===== config.mk =====
export PLATFORM = sky130hd
export DESIGN_NAME = mem_stage
export DESIGN_NICKNAME = d
export VERILOG_FILES = /design/src/rtl/mem_stage_pkg.sv /design/src/rtl/mem_align.sv /design/src/rtl/mem_stage.sv
export SDC_FILE = /design/constraint.sdc
export NUM_CORES = 1
export LEC_CHECK = 0
export BUFFER_PORTS_ARGS = -buffer_cell sky130_fd_sc_hd__buf_2
export CAP_MARGIN = 25
export CORE_ASPECT_RATIO = 0.75
export CORE_UTILIZATION = 35
export DETAILED_ROUTE_END_ITERATION = 16
export GPL_TIMING_DRIVEN = 0
export PLACE_DENSITY = 0.58
export REMOVE_ABC_BUFFERS = 1
export SLEW_MARGIN = 5
export SYNTH_ARGS = -nofsm -noshare
export SYNTH_HDL_FRONTEND = slang
export SYNTH_SLANG_ARGS = --single-unit
export TNS_END_PERCENT = 100

===== constraint.sdc =====
create_clock -name clock -period 1.99 [get_ports clock]
set_clock_uncertainty 0.2 [all_clocks]
set_input_delay 0.597 -clock clock [delete_from_list [all_inputs] [get_ports clock]]
set_output_delay 0.597 -clock clock [all_outputs]
set_load 0.005 [all_outputs]

===== src/rtl/mem_stage_pkg.sv =====
// Shared definitions for the memory-access stage: FSM encoding, byte-enable patterns
// and the width of the bus-timeout counter.
package mem_defs;

    typedef enum logic [1:0] {
        ST_IDLE = 2'd0,
        ST_BUSY = 2'd1,
        ST_DONE = 2'd2
    } state_t;

    localparam logic [3:0] BE_WORD  = 4'hF;
    localparam logic [3:0] BE_BYTE0 = 4'b0001;
    localparam logic [3:0] BE_BYTE1 = 4'b0010;
    localparam logic [3:0] BE_BYTE2 = 4'b0100;
    localparam logic [3:0] BE_BYTE3 = 4'b1000;

    localparam int CNT_W = 8;

endpackage


===== src/rtl/mem_align.sv =====
// Byte/word steering for the data bus: store-side byte enables and lane replication,
// load-side lane select with zero extension.
module mem_align
    import mem_defs::*;
(
    input  logic [1:0]  i_st_lane,
    input  logic        i_st_word,
    input  logic [31:0] i_st_data,
    output logic [3:0]  o_be,
    output logic [31:0] o_wdata,
    input  logic [1:0]  i_ld_lane,
    input  logic        i_ld_word,
    input  logic [31:0] i_rdata,
    output logic [31:0] o_load_data
);

    // NOTE: every output gets a default before the case so no path leaves one unassigned,
    // which would otherwise infer a latch.
    always_comb begin
        o_be    = BE_WORD;
        o_wdata = i_st_data;
        if (!i_st_word) begin
            o_wdata = {4{i_st_data[7:0]}};
            unique case (i_st_lane)
                2'd0:    o_be = BE_BYTE0;
                2'd1:    o_be = BE_BYTE1;
                2'd2:    o_be = BE_BYTE2;
                default: o_be = BE_BYTE3;
            endcase
        end
    end

    always_comb begin
        o_load_data = i_rdata;
        if (!i_ld_word) begin
            unique case (i_ld_lane)
                2'd0:    o_load_data = {24'd0, i_rdata[7:0]};
                2'd1:    o_load_data = {24'd0, i_rdata[15:8]};
                2'd2:    o_load_data = {24'd0, i_rdata[23:16]};
                default: o_load_data = {24'd0, i_rdata[31:24]};
            endcase
        end
    end

endmodule


===== src/rtl/mem_stage.sv =====
// Memory-access pipeline stage: req/ack data-memory transaction with timeout, upstream
// stall, and the MEM/WB register. Define MEM_ALIGN_CHECK_EN to fault misaligned word accesses.
module mem_stage
    import mem_defs::*;
#(
    parameter int TIMEOUT_CYCLES = 64
) (
    input  logic        clock,
    input  logic        resetn,
    input  logic        in_mem_read,
    input  logic        in_mem_write,
    input  logic        in_word,
    input  logic        in_reg_write,
    input  logic        in_mem_to_reg,
    input  logic [31:0] in_result,
    input  logic [31:0] in_write_data,
    input  logic [4:0]  in_rd,
    output logic        stall,
    output logic        dmem_req,
    output logic        dmem_we,
    output logic [31:0] dmem_addr,
    output logic [31:0] dmem_wdata,
    output logic [3:0]  dmem_be,
    input  logic        dmem_ack,
    input  logic [31:0] dmem_rdata,
    output logic        out_reg_write,
    output logic [4:0]  out_rd,
    output logic [31:0] out_wb_data,
    output logic        bus_err
);

    localparam logic [CNT_W-1:0] LP_CNT_LAST = CNT_W'(TIMEOUT_CYCLES - 1);

    state_t            r_state;
    state_t            w_next;
    logic [CNT_W-1:0]  r_count;
    logic              r_req;
    logic              r_we;
    logic [31:0]       r_addr;
    logic [31:0]       r_wdata;
    logic [3:0]        r_be;
    logic [1:0]        r_lane;
    logic              r_word;
    logic [31:0]       r_data;
    logic              r_err;
    logic              r_bus_err;
    logic              r_reg_write;
    logic [4:0]        r_rd;
    logic [31:0]       r_wb_data;

    logic              w_access;
    logic              w_misalign;
    logic              w_timeout;
    logic [3:0]        w_be;
    logic [31:0]       w_wdata;
    logic [31:0]       w_load_data;

    assign w_access  = in_mem_read | in_mem_write;
    assign w_timeout = (r_count == LP_CNT_LAST);

`ifdef MEM_ALIGN_CHECK_EN
    assign w_misalign = in_word & (in_result[1:0] != 2'b00);
`else
    assign w_misalign = 1'b0;
`endif

    mem_align u_align (
        .i_st_lane   (in_result[1:0]),
        .i_st_word   (in_word),
        .i_st_data   (in_write_data),
        .o_be        (w_be),
        .o_wdata     (w_wdata),
        .i_ld_lane   (r_lane),
        .i_ld_word   (r_word),
        .i_rdata     (dmem_rdata),
        .o_load_data (w_load_data)
    );

    always_comb begin
        w_next = r_state;
        stall  = 1'b0;
        unique case (r_state)
            ST_IDLE: begin
                if (w_access) begin
                    stall  = 1'b1;
                    w_next = w_misalign ? ST_DONE : ST_BUSY;
                end
            end
            ST_BUSY: begin
                stall = 1'b1;
                if (dmem_ack || w_timeout) w_next = ST_DONE;
            end
            default: w_next = ST_IDLE;
        endcase
    end

    // NOTE: sequential state uses non-blocking assignments so every register samples the
    // pre-edge values of the others, independent of statement order.
    // NOTE: all registers here are flops (no memory arrays), so all take the async reset.
    always_ff @(posedge clock or negedge resetn) begin
        if (!resetn) begin
            r_state     <= ST_IDLE;
            r_count     <= '0;
            r_req       <= 1'b0;
            r_we        <= 1'b0;
            r_addr      <= '0;
            r_wdata     <= '0;
            r_be        <= '0;
            r_lane      <= '0;
            r_word      <= 1'b0;
            r_data      <= '0;
            r_err       <= 1'b0;
            r_bus_err   <= 1'b0;
            r_reg_write <= 1'b0;
            r_rd        <= '0;
            r_wb_data   <= '0;
        end else begin
            r_state   <= w_next;
            r_bus_err <= 1'b0;
            unique case (r_state)
                ST_IDLE: begin
                    if (w_access) begin
                        r_count <= '0;
                        r_lane  <= in_result[1:0];
                        r_word  <= in_word;
                        if (w_misalign) begin
                            r_err     <= 1'b1;
                            r_bus_err <= 1'b1;
                            r_data    <= '0;
                        end else begin
                            r_err   <= 1'b0;
                            r_req   <= 1'b1;
                            r_we    <= in_mem_write;
                            r_addr  <= {in_result[31:2], 2'b00};
                            r_wdata <= w_wdata;
                            r_be    <= w_be;
                        end
                    end else begin
                        r_wb_data   <= in_result;
                        r_rd        <= in_rd;
                        r_reg_write <= in_reg_write;
                    end
                end
                ST_BUSY: begin
                    // An ack on the last counted cycle still wins over the timeout.
                    if (dmem_ack) begin
                        r_req  <= 1'b0;
                        r_data <= w_load_data;
                    end else if (w_timeout) begin
                        r_req     <= 1'b0;
                        r_bus_err <= 1'b1;
                        r_data    <= '0;
                        r_err     <= 1'b1;
                    end else begin
                        r_count <= r_count + 1'b1;
                    end
                end
                default: begin
                    // EX/MEM still holds the same instruction during DONE.
                    r_wb_data   <= in_mem_to_reg ? r_data : in_result;
                    r_rd        <= in_rd;
                    r_reg_write <= in_reg_write & ~in_mem_write & ~r_err;
                end
            endcase
        end
    end

    assign dmem_req      = r_req;
    assign dmem_we       = r_we;
    assign dmem_addr     = r_addr;
    assign dmem_wdata    = r_wdata;
    assign dmem_be       = r_be;
    assign bus_err       = r_bus_err;
    assign out_reg_write = r_reg_write;
    assign out_rd        = r_rd;
    assign out_wb_data   = r_wb_data;

endmodule

Word level (Yosys, flattened, before mapping). Cells that the tools add are included.

Add/sub/neg operators: 1. Muxes and demuxes: 34. Equal/unequal tests: 13. Reductions and logical operators: 13. Bitwise gates (word level): 6.

Operators by type and width (number): $mux 32 (6); $pmux 32 s2 (1); $mux 8 (3); $pmux 8 s3 (1); $pmux 8 s2 (1); $ne 2x2->1 const B (6); $pmux 4 s3 (1); $mux 1 (11); $pmux 5 s2 (1); $add 8x1->8 const B (1); $eq 8x6->1 const B (1); $pmux 1 s2 (4); $reduce_and 2->1 (4); $reduce_and 4->1 (2); $eq 2x1->1 const B (3); $logic_not 2->1 (3); $mux 5 (1); $eq 2x2->1 const B (2); $mux 2 (2); $mux 4 (1); $pmux 2 s2 (1); $reduce_bool 2->1 (2); $ne 3x3->1 const B (1); $not 1->1 (3); 4 further kinds (5).

Flip-flop bits (word level): 153. Logic and storage cells: 82.

Depth between registers and ports, before layout.
Depth after elaboration: 4. Depth in mapped cells: 7. Gate-level depth less buffers: 5.

Cells and area by module. Synthesis repeated with hierarchy kept, for this count alone.

Cell total of the unflattened synthesis: 730. Area, all modules: 7086.8 um2.

By module, submodules not included: mem_stage (area each 6232.2 um2, cells each 592, times used 1); mem_align (area each 854.6 um2, cells each 138, times used 1).

Worst setup path after synthesis. No wires, ideal clock.

Path kind: input-to-output. Start: input port in_mem_read. End: output port stall. Setup slack: 0.042 ns. Data arrival time: 1.151 ns. Buffers on the path: 1. Stages: 3. Path through: nor2_1 -> a21oi_2 -> buf_2.

Longest elaborated chain between the ends: 3.

Ends and longest elaborated chain: start: declaration (RTL line mem_stage.sv:10) `input logic in_mem_read,`; $or 1x1->1 (RTL line mem_stage.sv:58) `assign w_access = in_mem_read | in_mem_write;`; $mux 1 (RTL line mem_stage.sv:84) `if (w_access) begin`; $pmux 1 s2 (RTL line mem_stage.sv:82) `unique case (r_state)`; end: declaration (RTL line mem_stage.sv:18) `output logic stall,`.

No other way between the ends.

Worst setup path after layout.
Start: register r_state[0]. End: output port stall.

Longest elaborated chain between the ends: 2. Elaborated cells between the ends (all ways): 3. Classes of those cells: 1 x eq/ne; 1 x mux; 1 x reduce/logical.

Ends and longest elaborated chain: start: declaration (RTL line mem_stage.sv:34) `state_t r_state;`; start signal: assignment (RTL line mem_stage.sv:118) `r_state <= w_next;`; $eq 2x1->1 / $logic_not 2->1 (equally long branches) (RTL line mem_stage.sv:82); $pmux 1 s2 (*) (RTL line mem_stage.sv:82).

Mark *: on every way between the ends. The rest lies on a longest branch, timed or not.

==> results_dict.tcl <==
set metrics [dict create \
    status "complete, but fails checks" \
    violations "negative setup slack" \
    root_buffer "clkbuf_16" \
    regArea_um2 3830 \
    syn_area_per_cell_um2 10.2 \
    track_usage 0.199 \
    start_util 0.359 \
    die-area_um2 19500 \
    die_w_um 161 \
    max_stage_delay_ps 390 \
    hp-class "input port to flop" \
    async_reset_ff_frac 1.00 \
    synth_area_um2 6640 \
    setup_viol 1 \
    io_buffers 216 \
    antenna_found_initial 1 \
    ys_seq_area_frac 0.576 \
    power_density_nw_per_um2 1570 \
    dp_cells 1082 \
    pre_cts_slack_ps -885 \
    htreeDepth 4 \
    ys_warn_count 0 \
    multiInputGateArea_um2 2670 \
    slew_violations 0 \
    synth_top_area_frac 0.576 \
    stdcell_count 1135 \
    post_drt_wl_per_cell_um 16.6 \
    cts_tree "built" \
    vias_per_cell 4.79 \
    first_pass_iters 4 \
    worstPathCellList "clkinvlp_4, a21oi_4, buf_12, buf_6" \
    numClockSinks 153 \
    crit_path_start_kind "flop" \
    grt_max_degree 107 \
    fin_crit_ps 2120 \
    hold_violations 0 \
    fin_nets 986 \
    maxSlewHeadroom 0.558 \
    synth_enable_flop_cells 0 \
    max-vdd-ir-drop_v 0.000860 \
    fmax_mhz 471 \
    tightest_slew_ps 663 \
    grt_pass1_wl_um 29500 \
    post_synth_num_cell_types 39 \
    drcViolationCount 0 \
    insertion_delay_ps 420 \
    post-route-period-util 1.07 \
    antennaDiodeCount 0 \
    cp-end-kind "primary output" \
    layout_commonest_cell "buf_2" \
    setup_ws_ps -133 \
    total_power_mw 14.2 \
    num_vias 5431 \
    whs_ps 175 \
    wl_um 18800 \
    row_count 43 \
    timing.max_cap.violations 0 \
    core_um2 18500 \
    synthFlopType "dfrtp_1" \
    drt_iter0_markers 297 \
    required_ps 1190 \
    cp_max_fo 3 \
    place_hpwl_um 12400 \
    critPathKind "flop to primary output" \
    mostFrequentLayoutCells "buf_2, nand2_1, dfrtp_1" \
    cts_inserted_buffers 17 \
    die_h_um 121 \
    final_util 0.488 \
    gp_congestion 0.763 \
    nFillCells 1773 \
    ys_ff_latch 153 \
    ant_nets 0 \
    critical_path_arrival_ps 1330 \
    yosysTopAreaCell "dfrtp_1" \
    clkTransAtPathRegs_ps 60 \
    cellLeakagePower_nw 4.66 \
    rsz0062_at_grt "yes" \
    synthTopCellsByArea "dfrtp_1, nand2_1, mux2i_1" \
    grt_pass1_vias 5360 \
    cp_slowest_cell "dfrtp_2" \
    syn2layout_area_growth_pct 36.0 \
    grt_overflow_total 0 \
    syn_inst 653 \
    io_pins 219 \
    drive_gt1_frac 0.357 \
    clockBufferDepth 2 \
]
## worst max-delay path, delay by kind of cell, from the launching register on
family / cells / cell delay, ps
flops: 1 / 390
compound gates: 1 / 180
buf+inv: 3 / 330
## stage by stage
step | cell area (µm²) | TNS [ps]
after global placement | 7800 | -799980
after global routing | 9030 | -178
after CTS | 8920 | -162
final | 9030 | -133
after floorplan | 6410 | -197370
after detailed placement | 8070 | -40930
## timing repair
| action | CTS | global route |
|---|---|---|
| buffers inserted | 12 | 5 |
| hold endpoints to repair | 47 | 0 |
| pin swaps | 4 | 2 |
| setup endpoints to repair | 117 | 60 |
| gates cloned | 3 | 0 |
| hold buffers | 1 | 0 |
| resized for setup | 11 | 9 |
## report_power, final
part / total [mW] / switching [mW] / internal (mW) / leakage (nW)
sequential: 5.39 / 0.872 / 4.51 / 1.92
clock: 3.38 / 1.38 / 2.00 / 0.287
combinational: 5.46 / 2.75 / 2.71 / 2.45
total: 14.2 / 5.00 / 9.22 / 4.66
## path summary, 6_finish.rpt
path	start	endpoint	slack [ps]	depth (start not counted)
min in group asynchronous	resetn	dmem_addr[11]	460	2
max in group asynchronous	resetn	r_state[0]	190	3
setup / recovery	r_state[0]	stall	-130	4
hold / removal	in_write_data[4]	dmem_wdata[4]	180	3
hold reg to reg	dmem_wdata[4]	dmem_wdata[4]	270	2
setup reg to reg	r_state[0]	dmem_wdata[12]	100	8
## registers in the layout, indices dropped and copies added, names as in the netlist, 2 cells and up
register,count
r_state,2
dmem_be,4
r_count,8
dmem_wdata,32
r_lane,2
dmem_addr,30
out_rd,5
r_data,32
out_wb_data,32
## synthesized netlist by cell type (all sizes together) (2+ instances only)
cell	instances
a21o	2
a21oi	35
a22o	33
and3	3
buf	32
clkbuf	12
dfrtp	153
inv	6
mux2	14
mux2i	42
nand2	205
nand2b	3
nand3	2
nor2	6
nor2b	8
nor4	2
o21ai	79
o21bai	2
## logic make-up after synthesis
kind of cell,count (synthesis),share of synthesized area
AOI/OAI and AO/OA,156,0.146
and+or+nand+nor,235,0.147
DFF,153,0.576
buffers and inverters,50,0.0382
other,1,0.000565
adders and majority gates,1,0.00188
muxes,57,0.0904
## routing by layer
layer | vias up | routed length [µm] | GRT usage
li1 | 2681 | - | -
met1 | 2608 | 9590 | 0.291
met2 | 132 | 8150 | 0.291
met3 | 10 | 974 | 0.0516
met4 | 0 | 127 | 0.0472
met5 | - | 0 | 0
## cell type report
| class | count | share of cell area |
|---|---|---|
| sequential | 153 | 0.424 |
| multi-input combinational | 452 | 0.295 |
| timing repair buffer | 246 | 0.176 |
| clock buffer | 17 | 0.0471 |
| tap | 247 | 0.0342 |
| clock inverter | 14 | 0.0206 |
| inverter | 6 | 0.00291 |
(Power assumes the default switching activity.)
